[src/rtl/dma_fifo_writer.sv]
// Streams length words from a source RAM into a FIFO; first write 2 cycles after start, one word/cycle after that.
// fifo_full stalls writes immediately and reads once the 2-entry skid buffer would overflow.
module dma_fifo_writer #(
  parameter int ADDR_W = 10,
  parameter int DATA_W = 32
) (
  input  logic              wclk,
  input  logic              wrst_n,
  input  logic              start,
  input  logic [ADDR_W-1:0] src_addr,
  input  logic [ADDR_W:0]   length,
  output logic              mem_rd_en,
  output logic [ADDR_W-1:0] mem_addr,
  input  logic [DATA_W-1:0] mem_rd_data,
  input  logic              fifo_full,
  output logic              fifo_wr_enable,
  output logic [DATA_W-1:0] fifo_wr_data,
  output logic              busy,
  output logic              done
);

  typedef enum logic [1:0] {IDLE, RUN, DONE} state_t;

  state_t            state;
  logic [ADDR_W:0]   len_q;
  logic [ADDR_W:0]   rd_cnt;
  logic [ADDR_W:0]   wr_cnt;
  logic [ADDR_W-1:0] rd_ptr;

  logic              rd_vld;
  logic [DATA_W-1:0] slot [2];
  logic              head;
  logic              tail;
  logic [1:0]        cnt;
  logic [1:0]        occ;
  logic              room;

  // Occupancy the buffer reaches after this edge; a new read lands one edge later.
  always_comb begin
    fifo_wr_enable = (cnt != 2'd0) && !fifo_full;
    fifo_wr_data   = slot[head];
    occ            = cnt + {1'b0, rd_vld} - {1'b0, fifo_wr_enable};
    room           = (occ < 2'd2);
    mem_rd_en      = (state == RUN) && (rd_cnt < len_q) && room;
    mem_addr       = rd_ptr;
  end

  always_ff @(posedge wclk or negedge wrst_n) begin
    if (!wrst_n) begin
      state  <= IDLE;
      busy   <= 1'b0;
      done   <= 1'b0;
      len_q  <= '0;
      rd_cnt <= '0;
      wr_cnt <= '0;
      rd_ptr <= '0;
    end else begin
      case (state)
        IDLE: begin
          if (start) begin
            len_q  <= length;
            rd_ptr <= src_addr;
            rd_cnt <= '0;
            wr_cnt <= '0;
            if (length != '0) begin
              state <= RUN;
              busy  <= 1'b1;
            end else begin
              state <= DONE;
              done  <= 1'b1;
            end
          end
        end
        RUN: begin
          if (mem_rd_en) begin
            rd_ptr <= rd_ptr + ADDR_W'(1);
            rd_cnt <= rd_cnt + (ADDR_W+1)'(1);
          end
          if (fifo_wr_enable) begin
            wr_cnt <= wr_cnt + (ADDR_W+1)'(1);
            if (wr_cnt == len_q - (ADDR_W+1)'(1)) begin
              state <= DONE;
              busy  <= 1'b0;
              done  <= 1'b1;
            end
          end
        end
        DONE: begin
          state <= IDLE;
          done  <= 1'b0;
        end
        default: begin
          state <= IDLE;
          busy  <= 1'b0;
          done  <= 1'b0;
        end
      endcase
    end
  end

  // RAM data is valid the cycle after mem_rd_en and is captured at the end of that cycle.
  always_ff @(posedge wclk or negedge wrst_n) begin
    if (!wrst_n) begin
      rd_vld  <= 1'b0;
      head    <= 1'b0;
      tail    <= 1'b0;
      cnt     <= 2'd0;
      slot[0] <= '0;
      slot[1] <= '0;
    end else begin
      rd_vld <= mem_rd_en;
      if (rd_vld) begin
        slot[tail] <= mem_rd_data;
        tail       <= ~tail;
      end
      if (fifo_wr_enable) begin
        head <= ~head;
      end
      cnt <= cnt + {1'b0, rd_vld} - {1'b0, fifo_wr_enable};
    end
  end

endmodule

[config.mk]
export PLATFORM = sky130hd
export DESIGN_NAME = dma_fifo_writer
export DESIGN_NICKNAME = d
export VERILOG_FILES = /design/src/rtl/dma_fifo_writer.sv
export SDC_FILE = /design/constraint.sdc
export NUM_CORES = 1
export LEC_CHECK = 0
export CAP_MARGIN = 10
export CORE_ASPECT_RATIO = 2
export CORE_UTILIZATION = 55
export DETAILED_ROUTE_END_ITERATION = 7
export PLACE_DENSITY = 0.83
export SYNTH_ARGS = -nofsm -noshare
export SYNTH_HDL_FRONTEND = slang
export SYNTH_SLANG_ARGS = --single-unit
export TNS_END_PERCENT = 1
[constraint.sdc]
create_clock -name wclk -period 6 [get_ports wclk]
set_input_delay 1.5 -clock wclk [delete_from_list [all_inputs] [get_ports wclk]]
set_output_delay 1.5 -clock wclk [all_outputs]
set_load 0.005 [all_outputs]
After elaboration in Yosys (flattened, before gate mapping)
Index checks and enable logic that the tools add are counted.
Widths: inputs -> output; s select.

storage, ports and cells
  input port bits = 57
  bits in latches = 0
  memories = 0
  bits in read-only memories = 0
  bits in registers = 116
  RAM bits = 0
  word-level logic and storage cells = 82
  output and inout port bits = 46

operators by class
  magnitude comparators = 5
  multiplexer cells = 29
  reductions and logical operators = 15
  bitwise gates (word level) = 5
  $add $sub $neg = 6
  multipliers = 0
  div/mod/pow operators = 0
  eq/ne operators = 9
  shift operators = 0

operators by type and width
  operator               count
  $mux 32                4
  $bwmux 64              1
  $pmux 11 s2            2
  $mux 11                3
  $demux 32 s1           1
  $add 11x1->11 const B  2
  $mux 10                2
  $pmux 10 s2            1
  $eq 11x11->1           1
  $lt 11x11->1           1
  $reduce_bool 11->1     1
  $sub 11x1->11 const B  1
  $add 10x1->10 const B  1
  $ne 2x2->1 const B     5
  $reduce_and 3->1       3
  $mux 1                 8
  $mux 2                 4
  $reduce_and 5->1       1
  $ge 2x2->1 const B     2
  $logic_and 1x1->1      4
  $not 1->2              2
  $pmux 2 s2             1
  $reduce_and 4->1       1
  $reduce_bool 2->1      2
  other kinds (13)       15

Logic depth before layout (Yosys ltp)
Gate-level depths: netlist of the first run.

  depth after elaboration = 7
  mapped depth = 12
  gate-level depth less buffers = 12

Worst setup path after synthesis of the first run
No wires, ideal clock.

  path kind = input to output
  start point = input port fifo_full
  end point = output port mem_rd_en
  slack = 1.436 ns
  buffers on the path = 0
  data arrival time = 3.064 ns
  required time = 4.500 ns
  stages on the path = 10
  path through = o21bai_1 -> inv_1 -> ha_1 -> inv_1 -> ha_1 -> xnor2_1 -> xnor2_1 -> a2111oi_4 -> o21ai_2 -> inv_1

on the way
  word-level cells in the longest chain between the ends = 5

RTL lines
  what                line  text
  start: declaration  15    input logic fifo_full,
  $logic_not 1->1     40    fifo_wr_enable = (cnt != 2'd0) && !fifo_full;
  $logic_and 1x1->1   40
  via fifo_wr_enable  16    output logic fifo_wr_enable,
  $sub 2x1->2         42    occ = cnt + {1'b0, rd_vld} - {1'b0, fifo_wr_enable};
  via occ[1]          35    logic [1:0] occ;
  $lt 2x2->1          43    room = (occ < 2'd2);
  $logic_and 1x1->1   44    mem_rd_en = (state == RUN) && (rd_cnt < len_q) && room;
  end: declaration    12    output logic mem_rd_en,

The timed path passes the listed nets, and every way through them passes these cells.

Worst setup path after layout of the first run
  start point = input port fifo_full
  end point = output port mem_rd_en

on the way
  word-level cells in the longest chain between the ends = 5

RTL lines
  what               line
  $logic_not 1->1    40
  $logic_and 1x1->1  40
  $sub 2x1->2        42
  via occ[1]         35
  $lt 2x2->1         43
  $logic_and 1x1->1  44

The timed path passes the listed nets, and every way through them passes these cells.

==> impl_metrics.env, run 1 <==
export IMPL_status="finished clean"
export IMPL_finClkSkew_ns=0.00961
export IMPL_via_per_inst=5.82
export IMPL_crit_buf_inv=5
export IMPL_fin_crit_ns=5.63
export IMPL_wl_per_cell_um=18.9
export IMPL_post_dp_hpwl_um=10000
export IMPL_die_w_um=75.0
export IMPL_drt_initial_drc_count=249
export IMPL_io_pin_count=103
export IMPL_holdPathEnd="slot[46]"
export IMPL_root_buffer="clkbuf_16"
export IMPL_ctsResizeCount=0
export IMPL_clockBufferDepth=2
export IMPL_rows=53
export IMPL_synth_seq_area_share=0.495
export IMPL_die_area_um2=11100
export IMPL_hold_depth=1
export IMPL_place_area_um2=7040
export IMPL_cpMostUsedCell="inv_1"
export IMPL_power_leakage_uw=0.00326
export IMPL_grt_pass1_vias=4921
export IMPL_p_per_area_nw_per_um2=575
export IMPL_async_flop_share=1.00
export IMPL_ff2ff_path_depth=12
export IMPL_ctsHoldBuffers=0
export IMPL_grt_start_max_net_pins=78
export IMPL_coreArea_um2=10400
export IMPL_start_util=0.563
export IMPL_totalWireLength_um=14500
export IMPL_yosys_area_top_type="dfrtp_1"
export IMPL_die_h_um=148
export IMPL_io_buffers=102
export IMPL_crit_family="buffers and inverters"
export IMPL_start_kind="input port"
export IMPL_dr_total_vias=4459
export IMPL_fmax_ghz=0.178
export IMPL_tritoncts="yes"
export IMPL_seq_area_um2=2900
export IMPL_worstSetupPathType="in2out"
export IMPL_crit_arrival_ns=4.13
export IMPL_htree_levels=4
export IMPL_irDropWorstVdd_mv=0.294
export IMPL_cp_end_kind="primary output"
export IMPL_syn2layout_area_growth_pct=30.6
export IMPL_crit_path_start="fifo_full"
export IMPL_diodes=0
export IMPL_yosysMostFrequentCell="dfrtp_1"
export IMPL_slew_limit_headroom=0.344
export IMPL_synth_top_area_frac=0.495
export IMPL_ys_flop_type="dfrtp_1"
export IMPL_reg2reg_slack_ns=3.20
export IMPL_cpPeakStageDelay_ns=0.55
export IMPL_hold_start="slot[46]"
export IMPL_cts_buffers=17
export IMPL_yosys_warnings=0
export IMPL_drv_cap=0
export IMPL_ys_ff_latch=116
export IMPL_hold_viol=0
export IMPL_finalPower_uw=4410
export IMPL_synth_common_cells="dfrtp_1, mux2_2, nand2_1"
export IMPL_filler_cell_count=714
export IMPL_worstHoldPathType="reg2reg"
export IMPL_final_util=0.736
export IMPL_overflow=0
export IMPL_gp_congestion=0.866
export IMPL_insertion_delay_ns=0.41
export IMPL_critical_path_required_ns=4.50
export IMPL_timing_rr_end="rd_cnt[6]"
export IMPL_critical_path_cell_chain="clkdlybuf4s50_1, o21bai_1, inv_1, ha_1, inv_1, ha_1, xnor2_1, xnor2_1, a2111oi_4, o21ai_2, inv_1, clkdlybuf4s50_1"
export IMPL_post_cts_buffers=0
export IMPL_cp_depth=12
export IMPL_post_route_period_util=0.938
export IMPL_antenna_found_initial=0
export IMPL_grtUsageTotal=0.286
export IMPL_ys_top_cells_by_area="dfrtp_1, mux2_2, ha_1"
export IMPL_path_clk_slew_ns=0.05
export IMPL_rr_startpoint="cnt[1]"
export IMPL_drc=0
export IMPL_hold_ws_ns=0.501
export IMPL_final_area_um2=7660
export IMPL_setup_viol=0
export IMPL_crit_slowest_cell="clkdlybuf4s50_1"
export IMPL_fin_nets=691
export IMPL_synth_edf_count=0
export IMPL_synthesis_nets=584
export IMPL_drive_gt1_frac=0.229
export IMPL_slew_violations=0
export IMPL_drtAntennaViolNets=0
export IMPL_grt_pass1_wl_um=23400
export IMPL_synthCells=511
export IMPL_rsz0062_at_grt="false"
export IMPL_cts_sinks=116
export IMPL_crit_fanout=7
export IMPL_drtPass1Iterations=4
export IMPL_tightestPinTransition_ns=0.984
export IMPL_multi_input_area_um2=2810
export IMPL_setup_tns_ns=0
export IMPL_synth_cell_types=59
export IMPL_avgSynthCellArea_um2=11.5
export IMPL_syn_area_um2=5870
## registers in the layout (all words and copies together), names as in the netlist
| signal | flops |
|---|---|
| cnt | 2 |
| slot | 64 |
| rd_cnt | 11 |
| done | 1 |
| head | 1 |
| mem_addr | 10 |
| rd_vld | 1 |
| len_q | 11 |
| busy | 1 |
| state | 2 |
| tail | 1 |
| wr_cnt | 11 |
## where the power goes
group          internal, uW  switching [uW]  total (uW)
clock network           711             350        1060
registers              1130             295        1430
logic                  1090             827        1920
## worst max-delay path by stage
stage | to | slack (ns)
global placement | mem_rd_en | 0.47
floorplan | mem_rd_en | 1.44
global route | mem_rd_en | 0.18
detailed placement | mem_rd_en | 0.41
finish | mem_rd_en | 0.37
CTS | mem_rd_en | 0.35
## per-layer routing
metal / track usage / wire length (um) / vias to the layer above
met5: 0 / 0 / -
met4: 0.164 / 609 / 0
met3: 0.0736 / 529 / 45
met2: 0.505 / 8170 / 128
met1: 0.291 / 5150 / 2236
li1: - / - / 2050
## logic make-up (layout without fill, tap and decap cells)
group	Yosys count	after routing	share of synthesized area
AND/OR/NAND/NOR	125	125	0.110
AO/OA/AOI/OAI	82	82	0.0994
adder cells (fa/ha/maj)	16	16	0.0341
multiplexers	102	102	0.195
XOR/XNOR	26	26	0.0388
flip-flops	116	116	0.495
buffers and inverters	44	162	0.0284
## cell usage in the layout (no fill, tap or decap), types with 3 or more instances in the layout
master / count
mux2_2: 97
o21a_1: 3
dfrtp_1: 116
o211ai_1: 3
nand2b_1: 4
o31ai_1: 3
nor3b_1: 3
mux2i_1: 5
inv_1: 22
bufinv_16: 4
nand2_1: 38
clkdlybuf4s50_1: 101
nand3_1: 15
nor3_1: 7
and3_1: 8
a311oi_1: 4
buf_4: 9
clkbuf_16: 17
a21oi_1: 12
xor2_1: 13
a211oi_1: 3
nor2b_1: 4
xnor2_1: 13
a221oi_1: 3
and4_1: 4
nor2_1: 26
ha_1: 16
o21ai_0: 22
## through the flow
step / worst slack, ns / std cells
after global placement: 0.471 / 736
after detailed placement: 0.410 / 736
final: 0.375 / 766
after CTS: 0.350 / 766
after floorplan: 1.44 / 511
after global routing: 0.177 / 766
## cell type report
| cell class | instances | area share |
|---|---|---|
| Clock buffer | 21 | 0.0601 |
| Clock inverter | 9 | 0.0201 |
| Inverter | 22 | 0.0108 |
| Multi-Input combinational cell | 351 | 0.367 |
| Sequential cell | 116 | 0.379 |
| Tap cell | 137 | 0.0224 |
| Timing Repair Buffer | 110 | 0.141 |
Power figures use the tool's default switching activity.
==> inputs of run 2 (changes only) <==
CELL_PAD_IN_SITES_DETAIL_PLACEMENT = 1   (was unset)
CELL_PAD_IN_SITES_GLOBAL_PLACEMENT = 1   (was unset)
CORE_UTILIZATION = 45   (was 55)
PLACE_DENSITY = unset   (was 0.83)
PLACE_DENSITY_LB_ADDON = 0.1   (was unset)
SETUP_SLACK_MARGIN = 0.15   (was unset)
==> run 2 against run 1 <==
Critical path depth is the same. Clock skew grew 0.0015 ns. Clock power increased by 9%. Design area increased by 1.0%. Worst setup slack got worse by 0.011 ns. Sequential share of layout area shrank 0.37 points. Flip-flop and latch count is the same. Final cell count is 1.8% higher. Combinational power hardly changed. Via count grew 0.63%. Total power is 2.3% higher. Global-route usage shrank 2.9 points. Critical path type unchanged.
==> impl_metrics.env, run 2 (same netlist as run 1, synthesis figures left out) <==
export IMPL_overflow=0
export IMPL_coreArea_um2=12600
export IMPL_crit_end="mem_rd_en"
export IMPL_crit_path_start="fifo_full"
export IMPL_tritoncts="yes"
export IMPL_grt_pass1_vias=5099
export IMPL_drc=0
export IMPL_crit_family="buffers and inverters"
export IMPL_crit_slowest_cell="clkdlybuf4s50_1"
export IMPL_via_per_inst=5.75
export IMPL_antenna_found_initial=0
export IMPL_slew_limit_headroom=0.323
export IMPL_worstHoldPathType="reg2reg"
export IMPL_io_buffers=102
export IMPL_clockBufferDepth=2
export IMPL_io_pin_count=103
export IMPL_final_cells=780
export IMPL_filler_cell_count=1303
export IMPL_hold_viol=0
export IMPL_p_per_area_nw_per_um2=583
export IMPL_drtPass1Iterations=6
export IMPL_grt_pass1_wl_um=25500
export IMPL_cts_buffers=17
export IMPL_final_cell_mix="dfrtp_1, clkdlybuf4s50_1, mux2_2"
export IMPL_wl_met2_um=9580
export IMPL_totalWireLength_um=15800
export IMPL_worstSetupPathType="in2out"
export IMPL_rr_startpoint="cnt[0]"
export IMPL_drt_initial_drc_count=143
export IMPL_internal_power_uw=2990
export IMPL_diodes=0
export IMPL_power_leakage_uw=0.00328
export IMPL_routed_top_layer="met4"
export IMPL_power_frac_clock=0.256
export IMPL_syn2layout_area_growth_pct=31.9
export IMPL_status="finished clean"
export IMPL_seq_power_share=0.313
export IMPL_htree_levels=4
export IMPL_tightestPinTransition_ns=1.01
export IMPL_die_w_um=82.7
export IMPL_dp_cells=747
export IMPL_start_util=0.465
export IMPL_slew_violations=0
export IMPL_post_cts_buffers=0
export IMPL_path_clk_slew_ns=0.06
export IMPL_finClkSkew_ns=0.0111
export IMPL_rows=58
export IMPL_grt_start_max_net_pins=72
export IMPL_fin_crit_ns=5.64
export IMPL_final_common_cell="dfrtp_1"
export IMPL_drv_cap=0
export IMPL_largest_register_ff_count=64
export IMPL_cp_end_kind="primary output"
export IMPL_p_comb_frac=0.431
export IMPL_crit_buf_inv=5
export IMPL_cpPeakStageDelay_ns=0.52
export IMPL_die_area_um2=13500
export IMPL_critical_path_cell_chain="clkdlybuf4s50_1, o21bai_2, inv_1, ha_1, inv_1, ha_1, xnor2_1, xnor2_1, a2111oi_4, o21ai_2, inv_2, clkdlybuf4s50_1"
export IMPL_rsz0062_at_grt="false"
export IMPL_cts_sinks=116
export IMPL_crit_arrival_ns=4.14
export IMPL_fmax_ghz=0.177
export IMPL_die_h_um=163
export IMPL_root_buffer="clkbuf_16"
export IMPL_drtAntennaViolNets=0
export IMPL_timing_rr_end="rd_cnt[6]"
export IMPL_irDropWorstVdd_mv=0.334
export IMPL_wl_met1_um=5310
export IMPL_fin_nets=690
export IMPL_power_share_switching=0.337
export IMPL_post_route_period_util=0.939
export IMPL_cp_depth=12
export IMPL_p_sw_uw=1520
export IMPL_insertion_delay_ns=0.42
export IMPL_setup_tns_ns=0
export IMPL_gp_congestion=0.807
export IMPL_post_dp_hpwl_um=11000
export IMPL_reg2reg_slack_ns=3.07
export IMPL_setup_viol=0
export IMPL_regMostFlops="slot"
export IMPL_drive_gt1_frac=0.237
export IMPL_dr_total_vias=4487
export IMPL_start_kind="input port"
export IMPL_crit_fanout=7
export IMPL_critical_path_required_ns=4.50
export IMPL_dr_wl_met3_um=573
export IMPL_ff2ff_path_depth=12
export IMPL_grtUsageTotal=0.257
export IMPL_wl_per_cell_um=20.3
run 2: cell types whose count changed in the layout (fill, tap and decap cells not counted), sizes merged:
cell	previous run	this run
bufinv	4	5
clkinvlp	2	1
buf	9	8
inv	22	26
clkbuf	21	19
run 2: how the worst min path moves through the flow:
stage	slack, ns	end	cells past startpoint	start
floorplan	0.46	tail	1	tail
global placement	0.48	slot[11]	1	slot[11]
detailed placement	0.49	slot[13]	1	slot[13]
CTS	0.50	slot[0]	1	slot[0]
global route	0.52	slot[0]	1	slot[0]
finish	0.50	slot[0]	1	slot[0]
run 2: repair_timing:
action	CTS	global route
endpoints found under the setup margin	0	1
resized for setup	0	2
hold buffers	0	0
endpoints found under the hold margin	0	0
run 2: worst register-to-register path, stage by stage (launching register included):
cell and delay (ns):
dfrtp_1 0.39, o21bai_2 0.23, inv_1 0.12, ha_1 0.30, inv_1 0.05, ha_1 0.20
xnor2_1 0.18, xnor2_1 0.15, a2111oi_4 0.25, o21ai_2 0.13, buf_4 0.23, or4_1 0.48
a21oi_1 0.15
run 2: final cells by class:
type                       instances  area [um2]  area share
sequential                       116        2900       0.375
clock inverter                    13         219      0.0283
inverter                          22        82.6      0.0107
clock buffer                      19         453      0.0586
tap                              150         188      0.0243
multi-input combinational        351        2820       0.364
timing repair buffer             109        1070       0.138
run 2: per-stage QoR:
step	power [uW]	worst slack, ns	instance area [um2]	util	hold slack (ns)
detailed placement	3360	0.304	7050	0.558	0.492
global route	4790	0.201	7730	0.613	0.520
global placement	3250	0.390	7050	0.558	0.481
finish	4510	0.363	7730	0.613	0.499
floorplan	2510	1.44	5870	-	0.461
CTS	4560	0.160	7720	0.612	0.505
run 2: layer usage:
| metal | vias up | global-route usage |
|---|---|---|
| met5 | - | 0 |
| met4 | 0 | 0.107 |
| met3 | 27 | 0.0525 |
| met2 | 96 | 0.505 |
| met1 | 2308 | 0.240 |
| li1 | 2056 | - |
run 2: power groups by stage:
stage / clock network, uW / logic, uW / registers [uW]
after floorplan: 0 / 1180 / 1320
final: 1160 / 1940 / 1410
after global placement: 0 / 1880 / 1370
after CTS: 1170 / 1980 / 1410
after global routing: 1200 / 2120 / 1470
after detailed placement: 0 / 1950 / 1410
